### src/rtl/lm32_tlb_refill.sv
// Hardware TLB refill engine: fetches one PTE over a read-only Wishbone master
// and programs the TLB through the CSR write port (TLBVADDR, then TLBPADDR).
module lm32_tlb_refill #(
  parameter int page_size      = 4096,
  parameter int timeout_cycles = 255
) (
  input  logic        clk_i,
  input  logic        rst_i,
  input  logic        miss_i,
  input  logic [31:0] miss_addr_i,
  input  logic [31:0] ptbr_i,
  input  logic        cpu_csr_we_i,
  output logic [31:0] wb_adr_o,
  output logic        wb_cyc_o,
  output logic        wb_stb_o,
  output logic [3:0]  wb_sel_o,
  input  logic [31:0] wb_dat_i,
  input  logic        wb_ack_i,
  input  logic        wb_err_i,
  output logic [4:0]  tlb_csr_o,
  output logic [31:0] tlb_csr_data_o,
  output logic        tlb_csr_we_o,
  output logic        busy_o,
  output logic        done_o,
  output logic        fault_o,
  output logic [31:0] fault_addr_o
);

  localparam int off_w = $clog2(page_size);
  localparam logic [4:0] csr_tlbvaddr = 5'h1e;
  localparam logic [4:0] csr_tlbpaddr = 5'h1f;
  localparam logic [7:0] tmo_last     = 8'(timeout_cycles - 1);

  typedef enum logic [2:0] {
    IDLE, FETCH, WR_VADDR, WR_PADDR, DONE, FAULT
  } state_t;

  state_t            state, state_next;
  logic              armed;
  logic [7:0]        tmo_cnt;
  logic [31:off_w]   pfn;
  logic [31:0]       pte_addr;
  logic              accept, pte_ok;
  logic              unused_bits;

  // Word-aligned table base plus VPN*4; the 32-bit sum wraps on overflow.
  assign pte_addr    = {ptbr_i[31:2], 2'b00} + 32'({miss_addr_i[31:off_w], 2'b00});
  assign unused_bits = ^{wb_dat_i[off_w-1:1], ptbr_i[1:0], miss_addr_i[off_w-1:0]};

  assign wb_cyc_o = (state == FETCH);
  assign wb_stb_o = (state == FETCH);
  assign wb_sel_o = 4'hF;
  assign busy_o   = (state != IDLE);
  assign done_o   = (state == DONE);
  assign fault_o  = (state == FAULT);

  always_comb begin
    state_next   = state;
    accept       = 1'b0;
    pte_ok       = 1'b0;
    tlb_csr_we_o = 1'b0;
    case (state)
      IDLE: begin
        if (miss_i && armed) begin
          accept     = 1'b1;
          state_next = FETCH;
        end
      end
      FETCH: begin
        // Error beats a simultaneous ack; a late ack still beats the timeout.
        if (wb_err_i || (wb_ack_i && !wb_dat_i[0])) begin
          state_next = FAULT;
        end else if (wb_ack_i) begin
          pte_ok     = 1'b1;
          state_next = WR_VADDR;
        end else if (tmo_cnt == tmo_last) begin
          state_next = FAULT;
        end
      end
      WR_VADDR: begin
        if (!cpu_csr_we_i) begin
          tlb_csr_we_o = 1'b1;
          state_next   = WR_PADDR;
        end
      end
      WR_PADDR: begin
        if (!cpu_csr_we_i) begin
          tlb_csr_we_o = 1'b1;
          state_next   = DONE;
        end
      end
      DONE:    state_next = IDLE;
      FAULT:   state_next = IDLE;
      default: state_next = IDLE;
    endcase
  end

  always_ff @(posedge clk_i or posedge rst_i) begin
    if (rst_i) begin
      state          <= IDLE;
      armed          <= 1'b1;
      tmo_cnt        <= '0;
      pfn            <= '0;
      wb_adr_o       <= '0;
      fault_addr_o   <= '0;
      tlb_csr_o      <= '0;
      tlb_csr_data_o <= '0;
    end else begin
      state <= state_next;
      // A miss still held after its walk must drop before it can be taken again.
      if (accept) begin
        armed        <= 1'b0;
        fault_addr_o <= miss_addr_i;
        wb_adr_o     <= pte_addr;
        tmo_cnt      <= '0;
      end else if (state == IDLE && !miss_i) begin
        armed <= 1'b1;
      end
      if (state == FETCH) tmo_cnt <= tmo_cnt + 8'd1;
      if (pte_ok) begin
        pfn            <= wb_dat_i[31:off_w];
        tlb_csr_o      <= csr_tlbvaddr;
        tlb_csr_data_o <= {fault_addr_o[31:off_w], {off_w{1'b0}}};
      end
      if (state == WR_VADDR && tlb_csr_we_o) begin
        tlb_csr_o      <= csr_tlbpaddr;
        tlb_csr_data_o <= {pfn, {off_w{1'b0}}};
      end
    end
  end

endmodule

### config.mk
export PLATFORM = sky130hd
export DESIGN_NAME = lm32_tlb_refill
export DESIGN_NICKNAME = d
export VERILOG_FILES = /design/src/rtl/lm32_tlb_refill.sv
export SDC_FILE = /design/constraint.sdc
export NUM_CORES = 1
export LEC_CHECK = 0
export CORE_AREA = 2 2 144 146
export CTS_CLUSTER_DIAMETER = 80
export DETAILED_ROUTE_END_ITERATION = 7
export DIE_AREA = 0 0 146 148
export GPL_TIMING_DRIVEN = 0
export HOLD_SLACK_MARGIN = 0.08
export PLACE_DENSITY = 0.54
export REMOVE_ABC_BUFFERS = 1
export SYNTH_ARGS = -nofsm -noshare
export SYNTH_HDL_FRONTEND = slang
export SYNTH_SLANG_ARGS = --single-unit
### constraint.sdc
create_clock -name clk_i -period 7.6 [get_ports clk_i]
set_input_delay 1.52 -clock clk_i [delete_from_list [all_inputs] [get_ports clk_i]]
set_output_delay 1.52 -clock clk_i [all_outputs]
set_load 0.01 [all_outputs]
Word level (Yosys, flattened, before mapping) --
Index checks and enable logic that the tools add are counted.
Storage, ports and cells: flip-flop bits (word level) 133, logic and storage cells 56
Cells by class: $add $sub $neg 2, equality and inequality tests 10, mux-type cells 22, reduce and logical (&&, ||, !) cells 14
Operators by type and width (count):
- 32-bit 2-to-1 mux | 2
- 32-bit by 22-bit adder with 32-bit output | 1
- 3-bit 2-to-1 mux | 6
- 8-bit 2-to-1 mux | 2
- 3-bit case mux with 4 select lines | 1
- 5-bit 2-to-1 mux | 2
- 1-bit 2-to-1 mux | 9
- 8-bit by 1-bit adder with 8-bit output (second input constant) | 1
- 8-bit equality test (second input constant) | 1
- 3-bit by 2-bit equality test with 1-bit output (second input constant) | 2
- 3-bit equality test (second input constant) | 2
- 2-bit != test (second input constant) | 3
- 2-bit nonzero test | 3
- 1-bit logical AND | 4
- 4-bit by 1-bit != test with 1-bit output (second input constant) | 1
- 4-bit AND reduction | 1
- 3-bit by 1-bit equality test with 1-bit output (second input constant) | 1
- 3-bit logical NOT | 1
- 3-bit nonzero test | 1
- 1-bit logical NOT | 2
- 2-bit OR reduction | 1
- 1-bit logical OR | 1

Logic depth before layout (Yosys ltp) --
depth after elaboration 7, gate-level depth with buffers 12, depth with buffers taken out 12

Worst setup path before layout --
OpenSTA, ideal clock, no wires.
path type input to register, start in miss_addr_i[14], end reg wb_adr_o[20], setup time 130 ps, arrival 3352 ps, required time 7470 ps, setup slack 4118 ps, cell stages on the path 10, path buffers 0, cell sequence ha_1 -> nor2b_1 -> o31a_1 -> a211o_1 -> a31oi_4 -> o21bai_1 -> a21oi_2 -> o21ai_1 -> xnor2_1 -> o21ai_1
On the way: cells in the longest elaborated chain, start to end 1
RTL lines:
- start: declaration | RTL line 10 | input logic [31:0] miss_addr_i,
- 32-bit by 22-bit adder with 32-bit output | RTL line 47 | assign pte_addr = {ptbr_i[31:2], 2'b00} + 32'({miss_addr_i[31:off_w], 2'b00});
- end signal: assignment | RTL line 114 | wb_adr_o <= pte_addr;
- end: declaration | RTL line 13 | output logic [31:0] wb_adr_o,
No other way between the ends. A chain may end at the register's enable or synchronous reset.

Final worst setup path --
start in cpu_csr_we_i, end out tlb_csr_we_o
On the way: cells in the longest elaborated chain, start to end 2
RTL lines:
- start: declaration | RTL line 12 | input logic cpu_csr_we_i,
- 1-bit 2-to-1 mux | RTL line 81, 87
- 1-bit 2-to-1 mux
- end: declaration | RTL line 22 | output logic tlb_csr_we_o,
No other way between the ends.

==> metrics.md <==
| Metric | Value |
|---|---|
| Number of endpoints with negative hold slack in the final report | `0` |
| Post-layout power | `3.145 mW` |
| Router iterations before antenna repair | `4` |
| Gate power share | `38.7%` |
| Worst hold path class | `flip-flop to flip-flop` |
| Vias in the first global route | `4,793` |
| Post-synthesis async set-or-reset flop share | `100.0%` |
| Antenna violations before repair | `0` |
| Synth cell types | `60` |
| Worst slack at placement | `3.264 ns` |
| Total detailed-routing wirelength | `16,850 um` |
| Post-detailed-placement cell area | `8056 um2` |
| Worst vdd ir | `0.1450 mV` |
| Net switching power | `1.059 mW` |
| HPWL Detailed | `12,150 um` |
| Routed length per instance | `15.48 um` |
| Cells on worst reg2reg path | `6` |
| Largest area contributor in the netlist | `dfrtp_1` |
| Register area share after synthesis | `48.71%` |
| Root Buffer | `clkbuf_16` |
| Area delta synth->final | `45.52%` |
| Die area | `21,610 um2` |
| Total leakage power | `3.869 nW` |
| Synthesized area per cell | `9.433 um2` |
| Commonest non-fill, non-tap cell in the layout | `nand2_1` |
| Slowest Stage Delay on Critical Path | `0.58 ns` |
| Worst setup margin | `3.322 ns` |
| Worst Hold Depth | `2` |
| # DRC | `0` |
| Slowest cell on the critical path | `clkdlybuf4s50_1` |
| Number of nets with antenna violations after routing | `0` |
| Floorplan row count | `52` |
| Max-slew violation count | `0` |
| Pwr per Cell Area | `362.5 nW/um2` |
| Kind of critical path | `input port to output port` |
| Worst slew margin relative to its limit | `57.82%` |
| Critical Path Start Type | `input port` |
| Sinks on the clock net | `116` |
| Cell types with the largest area share after synthesis | `dfrtp_1 (48%), nand2_1 (12%), ha_1 (4.6%)` |
| Count of hold buffers inserted by post-cts repair | `0` |
| Maximum achievable frequency | `233.8 MHz` |
| I/O Pins | `213` |
| Total number of vias | `4,887` |
| Slew at the pin closest to its max-slew limit | `0.6278 ns` |
| Cells traversed along the worst timing path | `clkdlybuf4s50_1 -> nor3b_1 -> clkdlybuf4s50_1` |
| Clock latency on the worst-skew pair | `0.42 ns` |
| Setup repair after global routing missed its margin | `no` |
| Most Frequent Cell on Critical Path | `clkdlybuf4s50_1` |
| Number of buffers on the longest clock path | `2` |
| Starting density of the core | `29.75%` |
| GRT overflow | `0` |
| Die Height | `148 um` |
| Most common flop cell mapped by yosys | `dfrtp_1` |
| Post-DR vias/cell | `4.488` |
| Multi-input combinational cell area | `2824 um2` |
| Fin Clk Skew | `0.007176 ns` |
| Fraction of the cycle the final worst path needs | `56.29%` |
| Net count of the finished layout | `931` |
| Maximum level of the CTS H-tree | `4` |
| Min-Delay Startpoint | `tlb_csr_data_o[29]` |
| Share of the synthesized area in the top cell type | `48.27%` |
| Post-CTS Setup Repair Bufs | `0` |
| Min-Delay Endpoint | `tlb_csr_data_o[29]` |
| Fin Setup TNS | `0 ns` |
| Drt first-iter violations | `238` |
| Total number of yosys warnings | `0` |
| Global-route wire length before repair | `26,680 um` |
| Die width | `146 um` |
| Share of layout cells above drive strength 1 | `10.26%` |
| Startpoint of the most critical register-to-register path | `state[1]` |
| Switching Share | `33.68%` |
| Post-route cell area | `8676 um2` |
| Total track usage | `15.79%` |
| Routability Congestion | `0.7645` |
| EDFF count, synth | `0` |
| Mapped Cells | `632` |
| Final Critical Period | `4.278 ns` |
| Signal arrival time at the worst endpoint | `2.76 ns` |
| Cts bufs inserted | `17` |
| R2R Setup Slk | `5.17 ns` |
| Biggest fanout along the worst timing path | `2` |
| Part of the total power dissipated in the clock network | `26.9%` |
| Placeable core region | `20,040 um2` |
| I/O Buffers | `181` |
| Required time of the critical path | `6.08 ns` |
| Seq pwr share | `34.4%` |
| Maximum number of pins on one net before global-route repair | `82` |
| Run status | `finished clean` |
| Int Power | `2.086 mW` |
| Yosys reg bits | `116` |
| Number of diodes | `0` |
| Post-cts sizing count | `0` |
| Max-cap check violation count | `0` |
| Number of inserted filler cells in the final layout | `2,023` |
| Final design utilization | `43.29%` |
| Area taken by flip-flops and latches | `2904 um2` |
| TritonCTS clock tree | `done` |
| Worst r2r dst | `tmo_cnt[2]` |
| Clock transition at the registers of the reported paths | `0.06 ns` |
| Most frequent cells in the layout | `nand2_1 (185), clkdlybuf4s50_1 (181), dfrtp_1 (115)` |
| Post-Syn Area | `5962 um2` |
| # setup viols final | `0` |
| Element type at the critical path end | `output port` |
## critical path: cells and delay by family
family	cells	cell delay [ns]
and+or+nand+nor	1	0.23
buffers and inverters	2	1.01
## kinds of logic (layout without fill, tap and decap cells)
logic type | after synthesis | count (layout) | share of synthesized area (%)
other cells | 2 | 18 | 0.1260
simple gates | 264 | 264 | 19.33
buf+inv | 59 | 230 | 5.372
fa+ha+maj | 23 | 23 | 4.953
xor+xnor | 25 | 25 | 3.673
flops | 116 | 116 | 48.71
compound gates | 120 | 120 | 13.52
mux | 23 | 23 | 4.323
## power groups by stage
stage / logic (mW) / clock network (mW) / registers [mW]
floorplan: 0.478 / 0 / 1.15
global placement: 1.21 / 0 / 1.08
detailed placement: 1.24 / 0 / 1.09
CTS: 1.24 / 0.868 / 1.09
global route: 1.34 / 0.892 / 1.12
finish: 1.22 / 0.846 / 1.08
## through the flow
stage / instances / hold WS [ns]
after floorplan: 600 / 0.4371
after global placement: 1051 / 0.4586
after detailed placement: 1057 / 0.4613
after CTS: 1089 / 0.4765
after global routing: 1089 / 0.4923
final: 1089 / 0.4690
## worst max path at each step
stage / from / end / cells past startpoint
2_1_floorplan: rst_i / fault_addr_o[0] / 1
3_3_place_gp: wb_ack_i / tlb_csr_data_o[23] / 7
3_5_place_dp: miss_addr_i[12] / wb_adr_o[28] / 13
4_1_cts: cpu_csr_we_i / tlb_csr_we_o / 3
5_1_grt: cpu_csr_we_i / tlb_csr_we_o / 3
6_report: cpu_csr_we_i / tlb_csr_we_o / 3
## cells in the mapped netlist (2+ instances only)
master    number
nand2_1      185
dfrtp_1      115
o21ai_0       42
nor2_1        23
buf_4         22
ha_1          22
mux2_2        22
a22oi_1       21
clkbuf_1      19
a21oi_1       17
nand3_1       15
xor2_1        13
xnor2_1       12
inv_1         11
a21o_1         7
nor2b_1        7
nand4_1        6
o21ai_1        6
and3_1         5
buf_1          4
nor3b_1        4
a211oi_1       3
a31oi_1        3
nand2b_1       3
nor3_1         3
a21oi_2        2
buf_6          2
conb_1         2
o21a_1         2
o21bai_1       2
o31ai_1        2
or2_2          2
## per-layer routing
layer  vias up  GRT usage [%]  routed length [um]  part of all wire [%]
met5         -              0                   0                     0
met4         0          5.243                 247                   1.5
met3        15          4.352                 906                   5.4
met2       117          25.02                7877                    47
met1      2301          20.97                7822                    46
li1       2454              -                   -                     -
## area by class of cell
cell class	instances	area share [%]
clock buffer	20	5.379
clock inverter	12	1.759
inverter	11	0.5336
multi-input combinational	473	32.55
sequential	116	33.47
tap	270	3.894
timing repair buffer	187	22.41
## sequential cells by signal (all words and copies together), names as in the netlist
name and flops:
armed 1, tmo_cnt 8, wb_adr_o 30, tlb_csr_data_o 20, fault_addr_o 32, tlb_csr_o 2
pfn 20, state 3
Power figures use the tool's default switching activity.
